### src/rtl/npc_pkg.sv
// ---------------------------------------------------------------------------
// npc_pkg : shared encodings for the next-PC / fetch unit
// Rev 1.0
// ---------------------------------------------------------------------------
`default_nettype none

package npc_pkg;

   typedef enum logic [1:0] {
      NPC_SEQ    = 2'b00,
      NPC_BRANCH = 2'b01,
      NPC_JUMP   = 2'b10,
      NPC_JR     = 2'b11
   } npc_sel_e;

   typedef enum logic [1:0] {
      EXT_ZERO      = 2'b00,
      EXT_SIGN      = 2'b01,
      EXT_LUI       = 2'b10,
      EXT_SIGN_SHL2 = 2'b11
   } imm_op_e;

   typedef enum logic [0:0] {
      S_FETCH = 1'b0,
      S_HOLD  = 1'b1
   } fetch_state_e;

endpackage

`default_nettype wire

### src/rtl/npc_fetch_unit_imm_ext.sv
// ---------------------------------------------------------------------------
// imm_ext : D-stage 16-bit immediate extender (zero / sign / lui / sign<<2)
// Rev 1.0
// ---------------------------------------------------------------------------
`default_nettype none

module imm_ext
   import npc_pkg::*;
(
   input  logic [1:0]  i_imm_op,
   input  logic [15:0] i_imm16,
   output logic [31:0] o_imm
);

   logic [31:0] w_sext;

   assign w_sext = {{16{i_imm16[15]}}, i_imm16};

   always_comb begin
      o_imm = 32'h0;
      case (i_imm_op)
         EXT_ZERO:      o_imm = {16'h0, i_imm16};
         EXT_SIGN:      o_imm = w_sext;
         EXT_LUI:       o_imm = {i_imm16, 16'h0};
         EXT_SIGN_SHL2: o_imm = {w_sext[29:0], 2'b00};
         default:       o_imm = 32'h0;
      endcase
   end

endmodule

`default_nettype wire

### src/rtl/npc_fetch_unit.sv
// ---------------------------------------------------------------------------
// npc_fetch_unit : F-stage PC, single-outstanding imem handshake, redirects
// Optional misaligned-target trap: define NPC_ALIGN_CHK_EN.   Rev 1.0
// ---------------------------------------------------------------------------
`default_nettype none

module npc_fetch_unit
   import npc_pkg::*;
#(
   parameter int unsigned ADDR_W   = 32,
   parameter logic [31:0] RESET_PC = 32'h0000_3000,
   parameter logic [31:0] EXC_VEC  = 32'h0000_4180
)(
   input  logic              clk,
   input  logic              reset,
   output logic              imem_req,
   output logic [ADDR_W-1:0] imem_addr,
   input  logic              imem_ack,
   input  logic [31:0]       imem_rdata,
   output logic              valid_f,
   output logic [31:0]       instr_f,
   output logic [ADDR_W-1:0] pc_f,
   input  logic              stall_d,
   input  logic [ADDR_W-1:0] pc_d,
   input  logic [31:0]       instr_d,
   input  logic [1:0]        npc_sel,
   input  logic              br_taken,
   input  logic [31:0]       rs_val,
   input  logic [1:0]        imm_op,
   output logic [31:0]       imm_d,
   output logic [ADDR_W-1:0] link_d,
   output logic              exc_adel
);

   localparam logic [ADDR_W-1:0] c_RESET_PC = RESET_PC[ADDR_W-1:0];
   localparam logic [ADDR_W-1:0] c_FOUR     = ADDR_W'(4);
   localparam logic [ADDR_W-1:0] c_EIGHT    = ADDR_W'(8);

   fetch_state_e      r_state;
   logic [ADDR_W-1:0] r_pc_f;
   logic [ADDR_W-1:0] r_pending_tgt;
   logic [31:0]       r_instr_f;
   logic              r_valid_f;
   logic              r_pending;

   logic [31:0]       w_br_off32;
   logic [ADDR_W-1:0] w_br_tgt;
   logic [ADDR_W-1:0] w_j_tgt;
   logic [ADDR_W-1:0] w_target_raw;
   logic [ADDR_W-1:0] w_target;
   logic              w_redir;
   logic              w_take;
   logic              w_consume;
   logic              w_unused_bits;

   imm_ext u_imm_ext (
      .i_imm_op (imm_op),
      .i_imm16  (instr_d[15:0]),
      .o_imm    (imm_d)
   );

   assign link_d     = pc_d + c_EIGHT;
   assign w_br_off32 = {{14{instr_d[15]}}, instr_d[15:0], 2'b00};
   assign w_br_tgt   = pc_d + c_FOUR + w_br_off32[ADDR_W-1:0];

   generate
      if (ADDR_W > 28) begin : g_jump_region
         assign w_j_tgt = {pc_d[ADDR_W-1:28], instr_d[25:0], 2'b00};
      end else begin : g_jump_flat
         assign w_j_tgt = {instr_d[25:0], 2'b00};
      end
   endgenerate

   always_comb begin
      w_target_raw = '0;
      case (npc_sel)
         NPC_BRANCH: w_target_raw = w_br_tgt;
         NPC_JUMP:   w_target_raw = w_j_tgt;
         NPC_JR:     w_target_raw = rs_val[ADDR_W-1:0];
         default:    w_target_raw = '0;
      endcase
   end

   assign w_redir   = ~stall_d & ((npc_sel == NPC_JUMP) | (npc_sel == NPC_JR) |
                                  ((npc_sel == NPC_BRANCH) & br_taken));
   // Once a target is pending it owns the next fetch; later redirects are dropped.
   assign w_take    = w_redir & ~r_pending;
   assign w_consume = r_valid_f & ~stall_d;

`ifdef NPC_ALIGN_CHK_EN
   localparam logic [ADDR_W-1:0] c_EXC_VEC = EXC_VEC[ADDR_W-1:0];
   logic w_misalign;
   assign w_misalign = |w_target_raw[1:0];
   assign w_target   = w_misalign ? c_EXC_VEC : w_target_raw;
   assign exc_adel   = ~reset & w_take & w_misalign;
`else
   localparam logic c_UNUSED_EXC_VEC = ^EXC_VEC;
   assign w_target   = w_target_raw;
   assign exc_adel   = 1'b0;
`endif

   assign w_unused_bits = ^{instr_d[31:26], rs_val};

   assign imem_req  = (r_state == S_FETCH);
   assign imem_addr = r_pc_f;
   assign valid_f   = r_valid_f;
   assign instr_f   = r_instr_f;
   assign pc_f      = r_pc_f;

   always_ff @(posedge clk) begin
      if (reset) begin
         r_state       <= S_FETCH;
         r_pc_f        <= c_RESET_PC;
         r_instr_f     <= 32'h0;
         r_valid_f     <= 1'b0;
         r_pending     <= 1'b0;
         r_pending_tgt <= '0;
      end else begin
         case (r_state)
            S_FETCH: begin
               // The instruction in flight is the delay slot; remember the target.
               if (w_take) begin
                  r_pending     <= 1'b1;
                  r_pending_tgt <= w_target;
               end
               if (imem_ack) begin
                  r_instr_f <= imem_rdata;
                  r_valid_f <= 1'b1;
                  r_state   <= S_HOLD;
               end
            end
            S_HOLD: begin
               if (w_consume) begin
                  r_valid_f <= 1'b0;
                  r_state   <= S_FETCH;
                  r_pending <= 1'b0;
                  if (r_pending) begin
                     r_pc_f <= r_pending_tgt;
                  end else if (w_redir) begin
                     r_pc_f <= w_target;
                  end else begin
                     r_pc_f <= r_pc_f + c_FOUR;
                  end
               end
            end
            default: r_state <= S_FETCH;
         endcase
      end
   end

endmodule

`default_nettype wire

### config.mk
export PLATFORM = sky130hd
export DESIGN_NAME = npc_fetch_unit
export DESIGN_NICKNAME = d
export VERILOG_FILES = /design/src/rtl/npc_pkg.sv /design/src/rtl/npc_fetch_unit_imm_ext.sv /design/src/rtl/npc_fetch_unit.sv
export SDC_FILE = /design/constraint.sdc
export NUM_CORES = 1
export LEC_CHECK = 0
export CELL_PAD_IN_SITES_DETAIL_PLACEMENT = 1
export CELL_PAD_IN_SITES_GLOBAL_PLACEMENT = 1
export CORE_MARGIN = 5
export CORE_UTILIZATION = 28
export DETAILED_ROUTE_END_ITERATION = 8
export MAX_ROUTING_LAYER = met4
export PLACE_DENSITY_LB_ADDON = 0.1
export SLEW_MARGIN = 20
export SYNTH_ARGS = -nofsm -noshare
export SYNTH_HDL_FRONTEND = slang
export SYNTH_SLANG_ARGS = --single-unit
### constraint.sdc
create_clock -name clk -period 5.15 [get_ports clk]
set_input_delay 1.545 -clock clk [delete_from_list [all_inputs] [get_ports clk]]
set_output_delay 1.545 -clock clk [all_outputs]
set_load 0.03 [all_outputs]
==> flow_summary.ini, run 1 <==
[yosys]
synth_edf_count = 0
synth_largest_area_cell = dfxtp_1
yosys.area.top_type_share = 0.246
synth_area_um2 = 8050
ys.flop_type = dfxtp_1
ys_ff_latch = 99
ys_warn_count = 0
synth_cell_type_count = 72
synth_cells = 1093
yosysSeqAreaShare = 0.246
syn_area_per_cell_um2 = 7.37
synth_nets = 1290
ys_top_cells_by_area = dfxtp_1, ha_1, nand2_1
async_flop_share = 0

[critical_path]
rrSetupSlack_ns = 2.46
reg2reg_from = imem_addr[2]$_SDFFE_PP0P_
setup.worst_path.start_class = primary input
critical_path.max_fanout = 4
required_ns = 3.61
crit_type = in2out
endpoint = link_d[28]
crit_path_end_kind = primary output
worst_ep_arrival_time_ns = 3.48
r2r-end = imem_addr[24]$_SDFFE_PP0P_
crit_path_start = pc_d[8]
r2r_cells = 10

[die]
die_w_um = 180
fp.coreArea_um2 = 28500
die-area_um2 = 32300
start_util = 0.282
ioPinCount = 300
num_rows = 62
chipHeight_um = 180

[placed_design]
gp_congestion = 0.839
io_buffers = 292
place_hpwl_um = 26000

[clock_tree]
cts_tree = done
htree_levels = 3
clk_pin_slew_ns = 0.07
cts_buffers = 9
cts_hold_buf = 0
ctsLongestPathBuffers = 2
cts-root-buf = clkbuf_16
clock_sinks = 99
clock_latency_ns = 0.36

[sta]
period_share = 0.976
hold_viol = 0
rsz0062_at_grt = no
fmax_mhz = 199
worst_slew_pin_slew_ns = 0.770
min_period_ns = 5.02
holdWs_ns = 0.454
finalMaxSlewViolations = 0
clock_skew_ns = 0.0190
report.final.setup_viol = 0
max_slew_margin = 0.487

[route]
drtIter0Drc = 415
wire_per_inst_um = 18.6
wl_um = 32500
drc_errors = 0
via_count = 8796
vias_per_cell = 5.02
drt-pass1-iter-count = 5
antenna_left = 0

[pwr]
pwr-share-clk = 0.282
power.internal_mw = 1.63
p_leak_nw = 4.77
swShare = 0.363
p_per_area_nw_per_um2 = 217
combPwrFrac = 0.391
power_switching_mw = 0.928
seqPwrFrac = 0.327
ir_drop_mv = 0.146

[min_path]
hold_class = reg2reg
hold_start = r_pending_tgt[5]$_SDFFE_PP0P_

[final_layout]
drive_gt1_frac = 0.125
fin_nets = 1561
mostFrequentLayoutCells = clkdlybuf4s50_1, nand2_1, buf_4
fillers = 3525
final_util = 0.412
final_common_cell = clkdlybuf4s50_1
diodes = 0
synthToLayoutAreaGrowth_pct = 46.0

[global_routing]
grt_pass1_wl_um = 51900
grt_pass1_vias = 9110
track_usage = 0.202
grt_overflow_total = 0
antenna_found_initial = 0
grt_max_degree = 43

[job]
drv_cap = 0

[run_status]
status = completed
[state kept, by name, summed over array words and instances (netlist names)]
register,count
valid_f,1
imem_addr,32
r_pending_tgt,32
r_state,1
r_pending,1
instr_f,32
[routing by layer]
| layer | up-vias | share of wire | track usage |
|---|---|---|---|
| met5 | - | 0 | - |
| met4 | 0 | 0.012 | 0.0393 |
| met3 | 19 | 0.038 | 0.0289 |
| met2 | 204 | 0.47 | 0.328 |
| met1 | 4203 | 0.48 | 0.271 |
| li1 | 4370 | - | - |
[logic make-up after synthesis]
logic type | synth area share
and+or+nand+nor | 0.225
muxes | 0.0135
buffers and inverters | 0.0792
adders and majority gates | 0.0941
xor gates and xnor gates | 0.0848
DFF | 0.246
other | 0.000466
AOI/OAI and AO/OA | 0.257
[critical path: stages]
cell and delay [ns]:
clkdlybuf4s50_1 0.49, and2_4 0.15, and3_4 0.19, and3_4 0.19, nor2b_4 0.14, buf_6 0.11
nand2_2 0.07, buf_4 0.14, nor2_1 0.11, xor2_1 0.16, buf_4 0.18
[through the flow]
stage | total power [mW] | TNS, ns | cell area, um^2 | setup slack [ns] | instances
finish | 2.56 | 0 | 11800 | 0.125 | 1753
global route | 2.71 | 0 | 11800 | 0.0113 | 1753
CTS | 2.59 | 0 | 11800 | 0.0873 | 1753
detailed placement | 1.86 | -1.04 | 11400 | -0.267 | 1737
global placement | 1.85 | -0.647 | 11400 | -0.213 | 1737
floorplan | 1.43 | 0 | 8050 | 0.257 | 1093
[final cells by class]
| type | count | area, um^2 | area share |
|---|---|---|---|
| clock buffers | 10 | 239 | 0.0203 |
| clock inverters | 6 | 68.8 | 0.00585 |
| inverters | 35 | 131 | 0.0112 |
| multi-input cells | 861 | 5490 | 0.467 |
| flip-flops and latches | 99 | 1980 | 0.169 |
| well taps | 384 | 480 | 0.0409 |
| repair buffers | 358 | 3370 | 0.286 |
[power by group through the flow]
stage	clock network, mW	registers (mW)	logic, mW
after detailed placement	0	0.856	1.00
after CTS	0.740	0.838	1.01
after floorplan	0	0.889	0.542
final	0.720	0.837	0.999
after global placement	0	0.853	0.993
after global routing	0.776	0.843	1.09
[cell usage after synthesis, types with 2 or more instances]
cell / n
buf_4: 36
mux2i_1: 3
o211ai_1: 8
nor2b_1: 9
nand3_1: 29
clkbuf_1: 54
and2_1: 9
inv_1: 34
o211a_1: 2
dfxtp_1: 99
a21oi_1: 95
buf_1: 5
a21o_1: 26
o21bai_1: 3
and3_1: 22
nand4_1: 15
a31oi_1: 10
a211oi_1: 37
o221ai_1: 4
mux2_2: 7
a211o_1: 3
xor2_1: 30
o21ai_1: 14
ha_1: 59
nor3_1: 19
and4_1: 7
or2_2: 4
nand2_1: 168
a311oi_1: 5
a22oi_1: 13
nor3b_1: 2
or3_1: 3
nor2_1: 90
xnor2_1: 48
a221oi_1: 6
a21boi_1: 2
nand2b_1: 7
buf_2: 3
o21a_1: 5
o21ai_0: 59
a22o_1: 7
a21oi_2: 2
[worst min path at each step]
stage | to | slack (ns) | cells past startpoint
after floorplan | r_pending_tgt[5]$_SDFFE_PP0P_ | 0.44 | 2
after global placement | instr_f[9]$_SDFFE_PP0P_ | 0.44 | 2
after global routing | instr_f[13]$_SDFFE_PP0P_ | 0.48 | 2
final | r_pending_tgt[5]$_SDFFE_PP0P_ | 0.45 | 2
after CTS | r_pending_tgt[5]$_SDFFE_PP0P_ | 0.46 | 2
after detailed placement | r_pending_tgt[5]$_SDFFE_PP0P_ | 0.45 | 2
[repair_timing]
action                     4_1_cts  5_1_grt
resized for setup               16        0
setup endpoints to repair       10        0
hold endpoints to repair         0        0
setup buffers                    0        0
(Power assumes the default switching activity.)
==> run 2: changes to the inputs <==
--- a/config.mk
+++ b/config.mk
@@ -7,6 +7,7 @@
 export LEC_CHECK = 0
 export CELL_PAD_IN_SITES_DETAIL_PLACEMENT = 1
 export CELL_PAD_IN_SITES_GLOBAL_PLACEMENT = 1
+export CORE_ASPECT_RATIO = 1.5
 export CORE_MARGIN = 5
 export CORE_UTILIZATION = 28
 export DETAILED_ROUTE_END_ITERATION = 8
==> flow_summary.ini, run 2 (same netlist as run 1, synthesis figures left out) <==
[critical_path]
setup.worst_path.start_class = primary input
crit_top_cell = and3_4
crit_path_start = pc_d[7]
crit_buf_inv = 3
r2r-end = imem_addr[29]$_SDFFE_PP0P_
crit_family = simple AND/OR/NAND/NOR gates
cp_slowest_stage_delay_ns = 0.24
crit_path_end_kind = primary output
reg2reg_from = imem_addr[9]$_SDFFE_PP0P_
required_ns = 3.61
crit_type = in2out
r2r_cells = 8
rrSetupSlack_ns = 2.55
critical_path.max_fanout = 3
cp_cell_sequence = dlygate4sd2_1 -> and3_4 -> and2_4 -> and3_4 -> and3_4 -> nor2b_4 -> buf_6 -> nand2_4 -> nor2_4 -> nand3_2 -> xnor2_2 -> buf_12
slowest_stage = xnor2_2
worst_ep_arrival_time_ns = 3.49

[placed_design]
place_hpwl_um = 25400
dpl-instance-area_um2 = 11400
gp_congestion = 0.846
io_buffers = 292

[clock_tree]
cts_buffers = 9
cts_tree = done
htree_levels = 3
clk_pin_slew_ns = 0.06
cts_hold_buf = 0
clock_latency_ns = 0.35
ctsLongestPathBuffers = 2
cts-root-buf = clkbuf_16
clock_sinks = 99

[min_path]
hold_class = reg2reg
hold_depth = 2
hold_start = instr_f[14]$_SDFFE_PP0P_
whs_endpoint = instr_f[14]$_SDFFE_PP0P_

[sta]
finalMaxSlewViolations = 0
clock_skew_ns = 0.00989
max_slew_margin = 0.509
worst_slew_pin_slew_ns = 0.736
rsz0062_at_grt = yes
fmax_mhz = 199
setup_tns_ns = 0
min_period_ns = 5.03
hold_viol = 0
report.final.setup_viol = 0
period_share = 0.977

[die]
die-area_um2 = 32300
chipHeight_um = 218
die_w_um = 148
start_util = 0.282
num_rows = 76
fp.coreArea_um2 = 28500
ioPinCount = 300

[global_routing]
antenna_found_initial = 0
track_usage = 0.198
grt_overflow_total = 0
grt_pass1_vias = 9191
grt_pass1_wl_um = 50100
grt_max_degree = 65

[final_layout]
stdcell_area_um2 = 11800
mostFrequentLayoutCells = clkdlybuf4s50_1, nand2_1, dfxtp_1
final_common_cell = clkdlybuf4s50_1
fin_nets = 1555
synthToLayoutAreaGrowth_pct = 46.6
diodes = 0
drive_gt1_frac = 0.123

[route]
antenna_left = 0
wire_per_inst_um = 18.6
drtIter0Drc = 313
vias_per_cell = 5.11
drt-pass1-iter-count = 4
drc_errors = 0
wl_um = 31900
via_count = 8759

[pwr]
p_per_area_nw_per_um2 = 217
p_leak_nw = 4.81
ir_drop_mv = 0.146

[run_status]
status = completed

[job]
drv_cap = 0
[run 2: changes by cell type in the layout (fill, tap and decap cells not counted), moves of 2 or more]
cell and delta:
clkbuf_1 +2, buf_4 -12, buf_12 +5, inv_6 -2
[run 2: final cells by class]
class / instances / area (um^2)
Sequential cell: 99 / 1980
Multi-Input combinational cell: 861 / 5530
Fill cell: 3470 / 16700
Inverter: 35 / 131
Timing Repair Buffer: 352 / 3410
Clock buffer: 12 / 246
Clock inverter: 4 / 73.8
Tap cell: 351 / 439
[run 2: per-stage QoR]
| step | std cells | util | setup slack, ns | hold WS, ns | total power, mW |
|---|---|---|---|---|---|
| after floorplan | 1093 | - | 0.257 | 0.436 | 1.43 |
| after global placement | 1695 | 0.399 | -0.380 | 0.442 | 1.84 |
| after detailed placement | 1695 | 0.399 | -0.397 | 0.448 | 1.85 |
| after CTS | 1713 | 0.413 | 0.0473 | 0.458 | 2.61 |
| after global routing | 1714 | 0.414 | 0.00868 | 0.477 | 2.72 |
| final | 1714 | 0.414 | 0.119 | 0.452 | 2.57 |
[run 2: what timing repair did]
| item | in CTS | in global routing |
|---|---|---|
| setup buffers | 2 | 1 |
| gates resized for setup | 20 | 8 |
| gates cloned | 0 | 0 |
| pin swaps | 1 | 4 |
| endpoints found under the setup margin | 11 | 7 |
[run 2: report_power, final]
part	internal, mW	total [mW]	switching (mW)
clock network	0.440	0.737	0.297
logic	0.428	0.991	0.563
registers	0.807	0.837	0.0299
[run 2: worst reg2reg max path: stages (launching register included)]
cell and delay [ns]:
dfxtp_1 0.52, nand4_2 0.23, nor4_4 0.48, and3_1 0.33
nand4_1 0.14, xnor2_1 0.15, a221oi_1 0.35, a211oi_1 0.12
a21boi_1 0.16
[run 2: worst max-delay path by stage]
stage                       to  slack [ns]  cells after the start
floorplan           link_d[26]        0.26                      9
global placement    link_d[26]       -0.38                     12
detailed placement  link_d[26]       -0.40                     12
CTS                 link_d[31]        0.05                      8
global route        link_d[31]       0.009                      8
finish              link_d[26]        0.12                     12
[run 2: metal layers]
| layer | share of wire | vias to the layer above | GRT usage |
|---|---|---|---|
| li1 | - | 4365 | - |
| met1 | 0.43 | 4171 | 0.234 |
| met2 | 0.52 | 205 | 0.364 |
| met3 | 0.036 | 18 | 0.0175 |
| met4 | 0.011 | 0 | 0.0419 |
| met5 | 0 | - | - |
